[src/rtl/reg_access_sequencer_if.sv]
// Handshake bundle between the decode stage, the sequencer and the ALU:
// instruction issue, operand hand-off and result writeback.
interface reg_access_sequencer_if #(
  parameter int DATA_W = 32,
  parameter int ADDR_W = 4
);
  logic              issue_valid;
  logic              issue_ready;
  logic [ADDR_W-1:0] issue_src_a;
  logic [ADDR_W-1:0] issue_src_b;
  logic [ADDR_W-1:0] issue_dst;
  logic              issue_two_src;
  logic              issue_writeback;

  logic              op_valid;
  logic              op_ready;
  logic [DATA_W-1:0] op_a;
  logic [DATA_W-1:0] op_b;

  logic              wb_valid;
  logic              wb_ready;
  logic [DATA_W-1:0] wb_data;

  // master = decode/ALU side, slave = the sequencer
  modport master (
    output issue_valid, issue_src_a, issue_src_b, issue_dst,
           issue_two_src, issue_writeback, op_ready, wb_valid, wb_data,
    input  issue_ready, op_valid, op_a, op_b, wb_ready
  );

  modport slave (
    input  issue_valid, issue_src_a, issue_src_b, issue_dst,
           issue_two_src, issue_writeback, op_ready, wb_valid, wb_data,
    output issue_ready, op_valid, op_a, op_b, wb_ready
  );
endinterface

[src/rtl/reg_access_sequencer.sv]
// Operand-fetch / writeback sequencer in front of a single-port register file.
// Serialises up to two reads, hands operands to the ALU, then writes the result.
module reg_access_sequencer #(
  parameter int DATA_W     = 32,
  parameter int ADDR_W     = 4,
  parameter bit PROTECT_R0 = 1'b0
) (
  input  logic                  clock,
  input  logic                  reset,
  reg_access_sequencer_if.slave bus,
  input  logic                  flush,
  output logic [ADDR_W-1:0]     rf_address,
  output logic [DATA_W-1:0]     rf_value,
  output logic                  rf_write,
  output logic                  rf_read,
  input  logic [DATA_W-1:0]     rf_data_out,
  output logic                  busy
);

  typedef enum logic [2:0] {
    IDLE, RD_A, RD_B, CAP_B, CAP_A, OPS, WAIT_WB, WB
  } state_t;

  state_t            state;
  state_t            state_nxt;
  logic [ADDR_W-1:0] src_b_q;
  logic [ADDR_W-1:0] dst_q;
  logic              two_src_q;
  logic              writeback_q;
  logic              wr_blocked;

  assign wr_blocked = PROTECT_R0 && (dst_q == '0);

  // flush overrides every transition and always lands in IDLE
  always_comb begin
    state_nxt = state;
    if (flush) begin
      state_nxt = IDLE;
    end else begin
      case (state)
        IDLE:    if (bus.issue_valid) state_nxt = RD_A;
        RD_A:    state_nxt = two_src_q ? RD_B : CAP_A;
        RD_B:    state_nxt = CAP_B;
        CAP_B:   state_nxt = OPS;
        CAP_A:   state_nxt = OPS;
        OPS:     if (bus.op_ready) state_nxt = writeback_q ? WAIT_WB : IDLE;
        WAIT_WB: if (bus.wb_valid) state_nxt = WB;
        WB:      state_nxt = IDLE;
        default: state_nxt = IDLE;
      endcase
    end
  end

  // Outputs are registered from the next state so they line up with it.
  // Read data arrives one edge after the strobe, hence the CAP_* states.
  always_ff @(posedge clock or negedge reset) begin
    if (!reset) begin
      state           <= IDLE;
      src_b_q         <= '0;
      dst_q           <= '0;
      two_src_q       <= 1'b0;
      writeback_q     <= 1'b0;
      bus.op_a        <= '0;
      bus.op_b        <= '0;
      bus.op_valid    <= 1'b0;
      bus.wb_ready    <= 1'b0;
      bus.issue_ready <= 1'b1;
      busy            <= 1'b0;
      rf_address      <= '0;
      rf_value        <= '0;
      rf_write        <= 1'b0;
      rf_read         <= 1'b0;
    end else begin
      state           <= state_nxt;
      bus.issue_ready <= (state_nxt == IDLE);
      busy            <= (state_nxt != IDLE);
      bus.op_valid    <= (state_nxt == OPS);
      bus.wb_ready    <= (state_nxt == WAIT_WB);
      rf_read         <= (state_nxt == RD_A) || (state_nxt == RD_B);
      rf_write        <= (state_nxt == WB) && !wr_blocked;
      rf_value        <= ((state_nxt == WB) && !wr_blocked) ? bus.wb_data : '0;

      case (state_nxt)
        RD_A:    rf_address <= bus.issue_src_a;
        RD_B:    rf_address <= src_b_q;
        WB:      rf_address <= dst_q;
        default: rf_address <= '0;
      endcase

      if (!flush) begin
        case (state)
          IDLE: begin
            if (bus.issue_valid) begin
              src_b_q     <= bus.issue_src_b;
              dst_q       <= bus.issue_dst;
              two_src_q   <= bus.issue_two_src;
              writeback_q <= bus.issue_writeback;
            end
          end
          RD_B:  bus.op_a <= rf_data_out;
          CAP_B: bus.op_b <= rf_data_out;
          CAP_A: begin
            bus.op_a <= rf_data_out;
            bus.op_b <= '0;
          end
          default: ;
        endcase
      end
    end
  end

endmodule

[src/flat_wrapper.sv]
// flat-port wrapper written by rule: the top's interface ports become plain ports
module reg_access_sequencer_flat 
#(
  parameter int DATA_W     = 32,
  parameter int ADDR_W     = 4,
  parameter bit PROTECT_R0 = 1'b0
)
  (clock, reset, flush, rf_address, rf_value, rf_write, rf_read, rf_data_out, busy, bus_issue_valid, bus_issue_src_a, bus_issue_src_b, bus_issue_dst, bus_issue_two_src, bus_issue_writeback, bus_op_ready, bus_wb_valid, bus_wb_data, bus_issue_ready, bus_op_valid, bus_op_a, bus_op_b, bus_wb_ready);
  reg_access_sequencer_if #(.DATA_W(DATA_W), .ADDR_W(ADDR_W)) bus_i ();
  input  logic clock;
  input  logic reset;
  input  logic flush;
  output logic [ADDR_W-1:0] rf_address;
  output logic [DATA_W-1:0] rf_value;
  output logic rf_write;
  output logic rf_read;
  input  logic [DATA_W-1:0] rf_data_out;
  output logic busy;
  input wire logic [$bits(bus_i.issue_valid)-1:0] bus_issue_valid;
  input wire logic [$bits(bus_i.issue_src_a)-1:0] bus_issue_src_a;
  input wire logic [$bits(bus_i.issue_src_b)-1:0] bus_issue_src_b;
  input wire logic [$bits(bus_i.issue_dst)-1:0] bus_issue_dst;
  input wire logic [$bits(bus_i.issue_two_src)-1:0] bus_issue_two_src;
  input wire logic [$bits(bus_i.issue_writeback)-1:0] bus_issue_writeback;
  input wire logic [$bits(bus_i.op_ready)-1:0] bus_op_ready;
  input wire logic [$bits(bus_i.wb_valid)-1:0] bus_wb_valid;
  input wire logic [$bits(bus_i.wb_data)-1:0] bus_wb_data;
  output wire logic [$bits(bus_i.issue_ready)-1:0] bus_issue_ready;
  output wire logic [$bits(bus_i.op_valid)-1:0] bus_op_valid;
  output wire logic [$bits(bus_i.op_a)-1:0] bus_op_a;
  output wire logic [$bits(bus_i.op_b)-1:0] bus_op_b;
  output wire logic [$bits(bus_i.wb_ready)-1:0] bus_wb_ready;
  assign bus_i.issue_valid = bus_issue_valid;
  assign bus_i.issue_src_a = bus_issue_src_a;
  assign bus_i.issue_src_b = bus_issue_src_b;
  assign bus_i.issue_dst = bus_issue_dst;
  assign bus_i.issue_two_src = bus_issue_two_src;
  assign bus_i.issue_writeback = bus_issue_writeback;
  assign bus_i.op_ready = bus_op_ready;
  assign bus_i.wb_valid = bus_wb_valid;
  assign bus_i.wb_data = bus_wb_data;
  assign bus_issue_ready = bus_i.issue_ready;
  assign bus_op_valid = bus_i.op_valid;
  assign bus_op_a = bus_i.op_a;
  assign bus_op_b = bus_i.op_b;
  assign bus_wb_ready = bus_i.wb_ready;
  reg_access_sequencer #(.DATA_W(DATA_W), .ADDR_W(ADDR_W), .PROTECT_R0(PROTECT_R0)) u_core (.clock(clock), .reset(reset), .bus(bus_i), .flush(flush), .rf_address(rf_address), .rf_value(rf_value), .rf_write(rf_write), .rf_read(rf_read), .rf_data_out(rf_data_out), .busy(busy));
endmodule
[config.mk]
export PLATFORM = sky130hd
export DESIGN_NAME = reg_access_sequencer_flat
export DESIGN_NICKNAME = d
export VERILOG_FILES = /design/src/rtl/reg_access_sequencer_if.sv /design/src/rtl/reg_access_sequencer.sv /design/src/flat_wrapper.sv
export SDC_FILE = /design/constraint.sdc
export NUM_CORES = 1
export LEC_CHECK = 0
export ABC_AREA = 1
export CAP_MARGIN = 20
export CORE_MARGIN = 3
export CORE_UTILIZATION = 43
export CTS_CLUSTER_DIAMETER = 120
export CTS_CLUSTER_SIZE = 40
export DETAILED_ROUTE_END_ITERATION = 8
export GPL_ROUTABILITY_DRIVEN = 0
export HOLD_SLACK_MARGIN = 0.05
export PLACE_DENSITY = 0.8
export SYNTH_ARGS = -nofsm -noshare
export SYNTH_HDL_FRONTEND = slang
export SYNTH_SLANG_ARGS = --single-unit
[constraint.sdc]
create_clock -name clock -period 2.1 [get_ports clock]
set_clock_uncertainty 0.2 [all_clocks]
set_input_delay 0.21 -clock clock [delete_from_list [all_inputs] [get_ports clock]]
set_output_delay 0.21 -clock clock [all_outputs]
set_load 0.01 [all_outputs]
### Word-level counts from Yosys, hierarchy flattened

Index checks and enable logic that the tools add are counted.

| storage, ports and cells | value |
|---|---|
| register bits | 119 |
| output and inout bits | 106 |
| logic and storage cells | 48 |

| operators by class | value |
|---|---|
| eq/ne operators | 12 |
| mux-type cells | 10 |
| bitwise logic cells | 1 |
| reductions and logical operators | 10 |

Operator list:

| kind | number |
|---|---|
| case mux 32 bit (2 select lines) | 1 |
| two-way mux 32 bit | 1 |
| == test 3 bit (second input constant) | 7 |
| case mux 3 bit (7 select lines) | 1 |
| two-way mux 3 bit | 6 |
| case mux 4 bit (3 select lines) | 1 |
| == test 3 x 2 -> 1 bit (second input constant) | 3 |
| == test 3 x 1 -> 1 bit (second input constant) | 2 |
| logical NOT 3 bit | 2 |
| AND reduction 2 bit | 2 |
| OR reduction 2 bit | 2 |
| AND reduction 3 bit | 1 |
| nonzero test 3 bit | 1 |
| nonzero test 2 bit | 1 |
| logical OR 1 bit | 1 |
| inverter 1 bit | 1 |

### Logic depth before layout (Yosys ltp)

| depth | value |
|---|---|
| depth after elaboration | 6 |
| mapped depth | 11 |
| mapped depth without buffers | 9 |

### Worst setup path after synthesis

Ideal clock, no wire load.

| path | value |
|---|---|
| path kind | reg-to-reg |
| start point | reg u_core.state[2] |
| end point | reg u_core.bus.op_a[10] |
| arrival | 1.327 ns |
| path slack | 0.449 ns |
| stages on the path, launching flop included | 7 |
| path buffers | 2 |
| clock period less this slack | 1.651 ns |
| path through | dfrtp_1 > buf_4 > nand2_4 > o21ai_0 > nand2_1 > buf_2 > mux2_2 |

| between the ends | value |
|---|---|
| longest elaborated chain between the ends | 3 |
| elaborated cells between the ends (all ways) | 4 |

Ends and longest elaborated chain:

| what | line | text |
|---|---|---|
| start, declared | reg_access_sequencer.sv:24 | `state_t state;` |
| start signal, assigned | reg_access_sequencer.sv:74 | `state <= state_nxt;` |
| == test 3 x 2 -> 1 bit / == test 3 bit (equally long branches) | reg_access_sequencer.sv:91 | `case (state)` |
| OR reduction 2 bit (no source line) * | n/a |  |
| AND reduction 2 bit (no source line) * | n/a |  |
| end signal, assigned | reg_access_sequencer.sv:100 | `RD_B: bus.op_a <= rf_data_out;` |
| end signal, assigned | reg_access_sequencer.sv:103 | `bus.op_a <= rf_data_out;` |
| end, declared | reg_access_sequencer_if.sv:34 | `output issue_ready, op_valid, op_a, op_b, wb_ready` |

Mark *: on every way between the ends. The rest lies on a longest branch, timed or not.
A chain may end at the register's enable or synchronous reset.

### Final worst setup path

| path | value |
|---|---|
| start point | reg u_core.bus.issue_ready |
| end point | out bus_issue_ready |

RTL lines:

| what | line | text |
|---|---|---|
| start, declared | reg_access_sequencer_if.sv:34 |  |
| start signal, assigned | reg_access_sequencer.sv:75 | `bus.issue_ready <= (state_nxt == IDLE);` |
| end, declared | flat_wrapper.sv:28 | `output wire logic [$bits(bus_i.issue_ready)-1:0] bus_issue_ready;` |

No word-level cell between the ends.

==> impl_metrics.yaml <==
finish:
  fill_cells: 705
  postLayoutCellArea_um2: 7770
  layout_commonest_cell: "clkdlybuf4s50_1"
  nets: 760
  drive_gt1_frac: 0.151
  final_cells: 825
  antenna_cells: 0
  utilization: 0.743
  layout_common_cells: "clkdlybuf4s50_1 (188), dfrtp_1 (116), nand2_1 (81)"
  syn2layout_area_growth_pct: 66.0
synthesis:
  synthXorXnorAreaFrac: 0
  synthMuxAreaShare: 0.0770
  synth-adder-area-share: 0
  yosys_warnings: 0
  synth_nets: 524
  synth-compound-area-share: 0.0414
  syn_area_per_cell_um2: 10.6
  synth_area_um2: 4680
  yosysUniqueCellTypes: 23
  synth-seq-cells: 119
  yosysSeqAreaShare: 0.636
  synth_top_family_by_area: "simple AND/OR/NAND/NOR gates"
  synth-simple-area-share: 0.181
  synth_cells: 440
grt:
  overflow: 0
  grt_pass1_wl_mm: 20.8
  antenna_found_initial: 0
  grt_usage: 0.224
  grt_pass1_vias: 4179
  grt_max_degree: 74
critical_path:
  crit_buf_inv: 1
  required_ps: 1690
  crit_slowest_cell: "clkdlybuf4s50_1"
  crit_arrival_ps: 1560
  worstPathMaxFanout: 1
  critPathKind: "reg -> out"
  cp-start-kind: "register"
  critPathTopFamily: "buffers and inverters"
  end_kind: "output pin"
  crit_path_max_incr_delay_ps: 570
  crit_chain: "clkdlybuf4s50_1"
power:
  seq_power_share: 0.357
  netSwitchingPower_mw: 2.86
  power.density_nw_per_um2: 1250
  clockPowerShare: 0.306
  p_leak_nw: 3.69
  vdd_ir_drop_max_uv: 614
  switching_share: 0.295
  share_comb_of_total_power: 0.337
  internal-power_mw: 6.82
clocking:
  clock_path_buffers: 2
  cts-root-buf: "clkbuf_8"
  clock_sinks: 119
  cts.htree.levels: 4
  cts_tree: "built"
  clock_latency_ps: 490
  clk_pin_slew_ps: 60
  cts_made_buffers: 17
placement:
  post-place-ws_ps: 147
  place_area_um2: 6760
  dp_hpwl_mm: 8.77
  place_inst: 754
  port_buffers: 189
route:
  ant_nets: 0
  drt_iter0_drc: 162
  wl_met3_mm: 1.53
  routed_wl_mm: 12.9
  drt-met1-wl_mm: 4.98
  wl_per_cell_um: 15.6
  drtPass1Iterations: 6
  viasPerCell: 4.86
  vias: 4006
  wl_met2_mm: 6.16
  drc: 0
  top_layer_used: "met4"
timing:
  fin_crit_sh: 0.939
  grt_setup_unrepaired: "false"
  max_slew.worst_pin.slew_ps: 385
  slew_headroom: 0.743
  fin_crit_ps: 1970
  fmax_mhz: 507
  setup_violations: 0
  finalMaxSlewViolations: 0
  fin_setup_tns_ps: 0
  setup_slack_ps: 129
  hold_viol: 0
run_status:
  status: "completed"
job:
  maxCapViolations: 0
floorplan:
  num_io_pins: 190
  start_util: 0.447
  die_y_um: 110
  fp.coreArea_um2: 10500
  rows: 37
  die-area_um2: 12200
  die_w_um: 110
worst_hold_path:
  hp-class: "in -> async"
-- layout make-up --
cell class              count  area, um2  area share
clock buffers              19        432      0.0556
clock inverters            13        179      0.0230
inverters                  46        173      0.0222
multi-input cells         253       1410       0.181
flip-flops and latches    119       2980       0.384
well taps                 136        170      0.0219
repair buffers            239       2420       0.312
-- per-layer routing --
| metal | GRT usage | vias to the layer above |
|---|---|---|
| met2 | 0.359 | 199 |
| met1 | 0.272 | 1900 |
| li1 | - | 1888 |
| met4 | 0.0748 | 0 |
| met5 | 0 | - |
| met3 | 0.0961 | 19 |
-- cells in the mapped netlist (all sizes together) --
cell	instances	area share
dfrtp	118	0.63
nand2	85	0.072
nand3	51	0.055
inv	45	0.036
nor2	43	0.046
o21ai	35	0.037
mux2	32	0.077
buf	13	0.020
clkbuf	9	0.0072
nor3	4	0.0067
o21bai	2	0.0040
clkinv	1	0.00080
dfstp	1	0.0056
nand4	1	0.0013
-- kinds of logic (layout without fill, tap and decap cells) --
kind of cell	count (synthesis)	count (layout)
mux	32	32
flops	119	119
simple gates	184	184
buf+inv	68	317
compound gates	37	37
-- final timing paths --
| path | start | end | slack [ps] | cells past startpoint |
|---|---|---|---|---|
| worst max-delay path | u_core.bus.issue_ready | bus_issue_ready | 130 | 1 |
| worst min-delay path | reset | u_core.bus.op_b[30] | 80 | 3 |
| worst max register to register | u_core.state[1] | u_core.rf_value[16] | 180 | 10 |
| worst min register to register | u_core.src_b_q[2] | u_core.src_b_q[2] | 270 | 2 |
| max in group asynchronous | reset | u_core.bus.issue_ready | 770 | 4 |
| min in group clock | bus_issue_src_b[3] | u_core.src_b_q[3] | 80 | 3 |
-- through the flow --
step	power [mW]	hold WS, ps
CTS	9.76	52.9
global placement	6.57	17.4
finish	9.68	76.3
detailed placement	6.72	19.4
floorplan	4.85	-286
global route	10.3	50.2
-- flip-flops by register name, indices dropped and copies added (netlist names), 3 cells and up --
name and count:
u_core.bus.op_a 32, u_core.bus.op_b 32, u_core.dst_q 4, u_core.rf_address 4
u_core.rf_value 32, u_core.src_b_q 4, u_core.state 3
-- worst reg2reg max path, cell delays in order (launching register included) --
cell and delay [ps]:
dfrtp_2 480, nor2_4 140, nand2_4 110, nand2_1 90
inv_2 70, nand2_2 90, nor2_2 60, nor2_4 190
nand2_4 90, buf_12 170, nor2_1 150
-- power by group through the flow --
stage	clock network (mW)	logic [mW]	registers [mW]
floorplan	0	1.14	3.71
global placement	0	3.12	3.45
detailed placement	0	3.23	3.49
CTS	3.01	3.30	3.46
global route	3.15	3.56	3.55
finish	2.96	3.26	3.46
-- repair_timing --
| item | in CTS | in global routing |
|---|---|---|
| setup endpoints to repair | 0 | 10 |
| endpoints found under the hold margin | 156 | 0 |
| buffers inserted | 0 | 0 |
| hold buffers | 39 | 0 |
| resized for setup | 0 | 3 |
(Power assumes the default switching activity.)
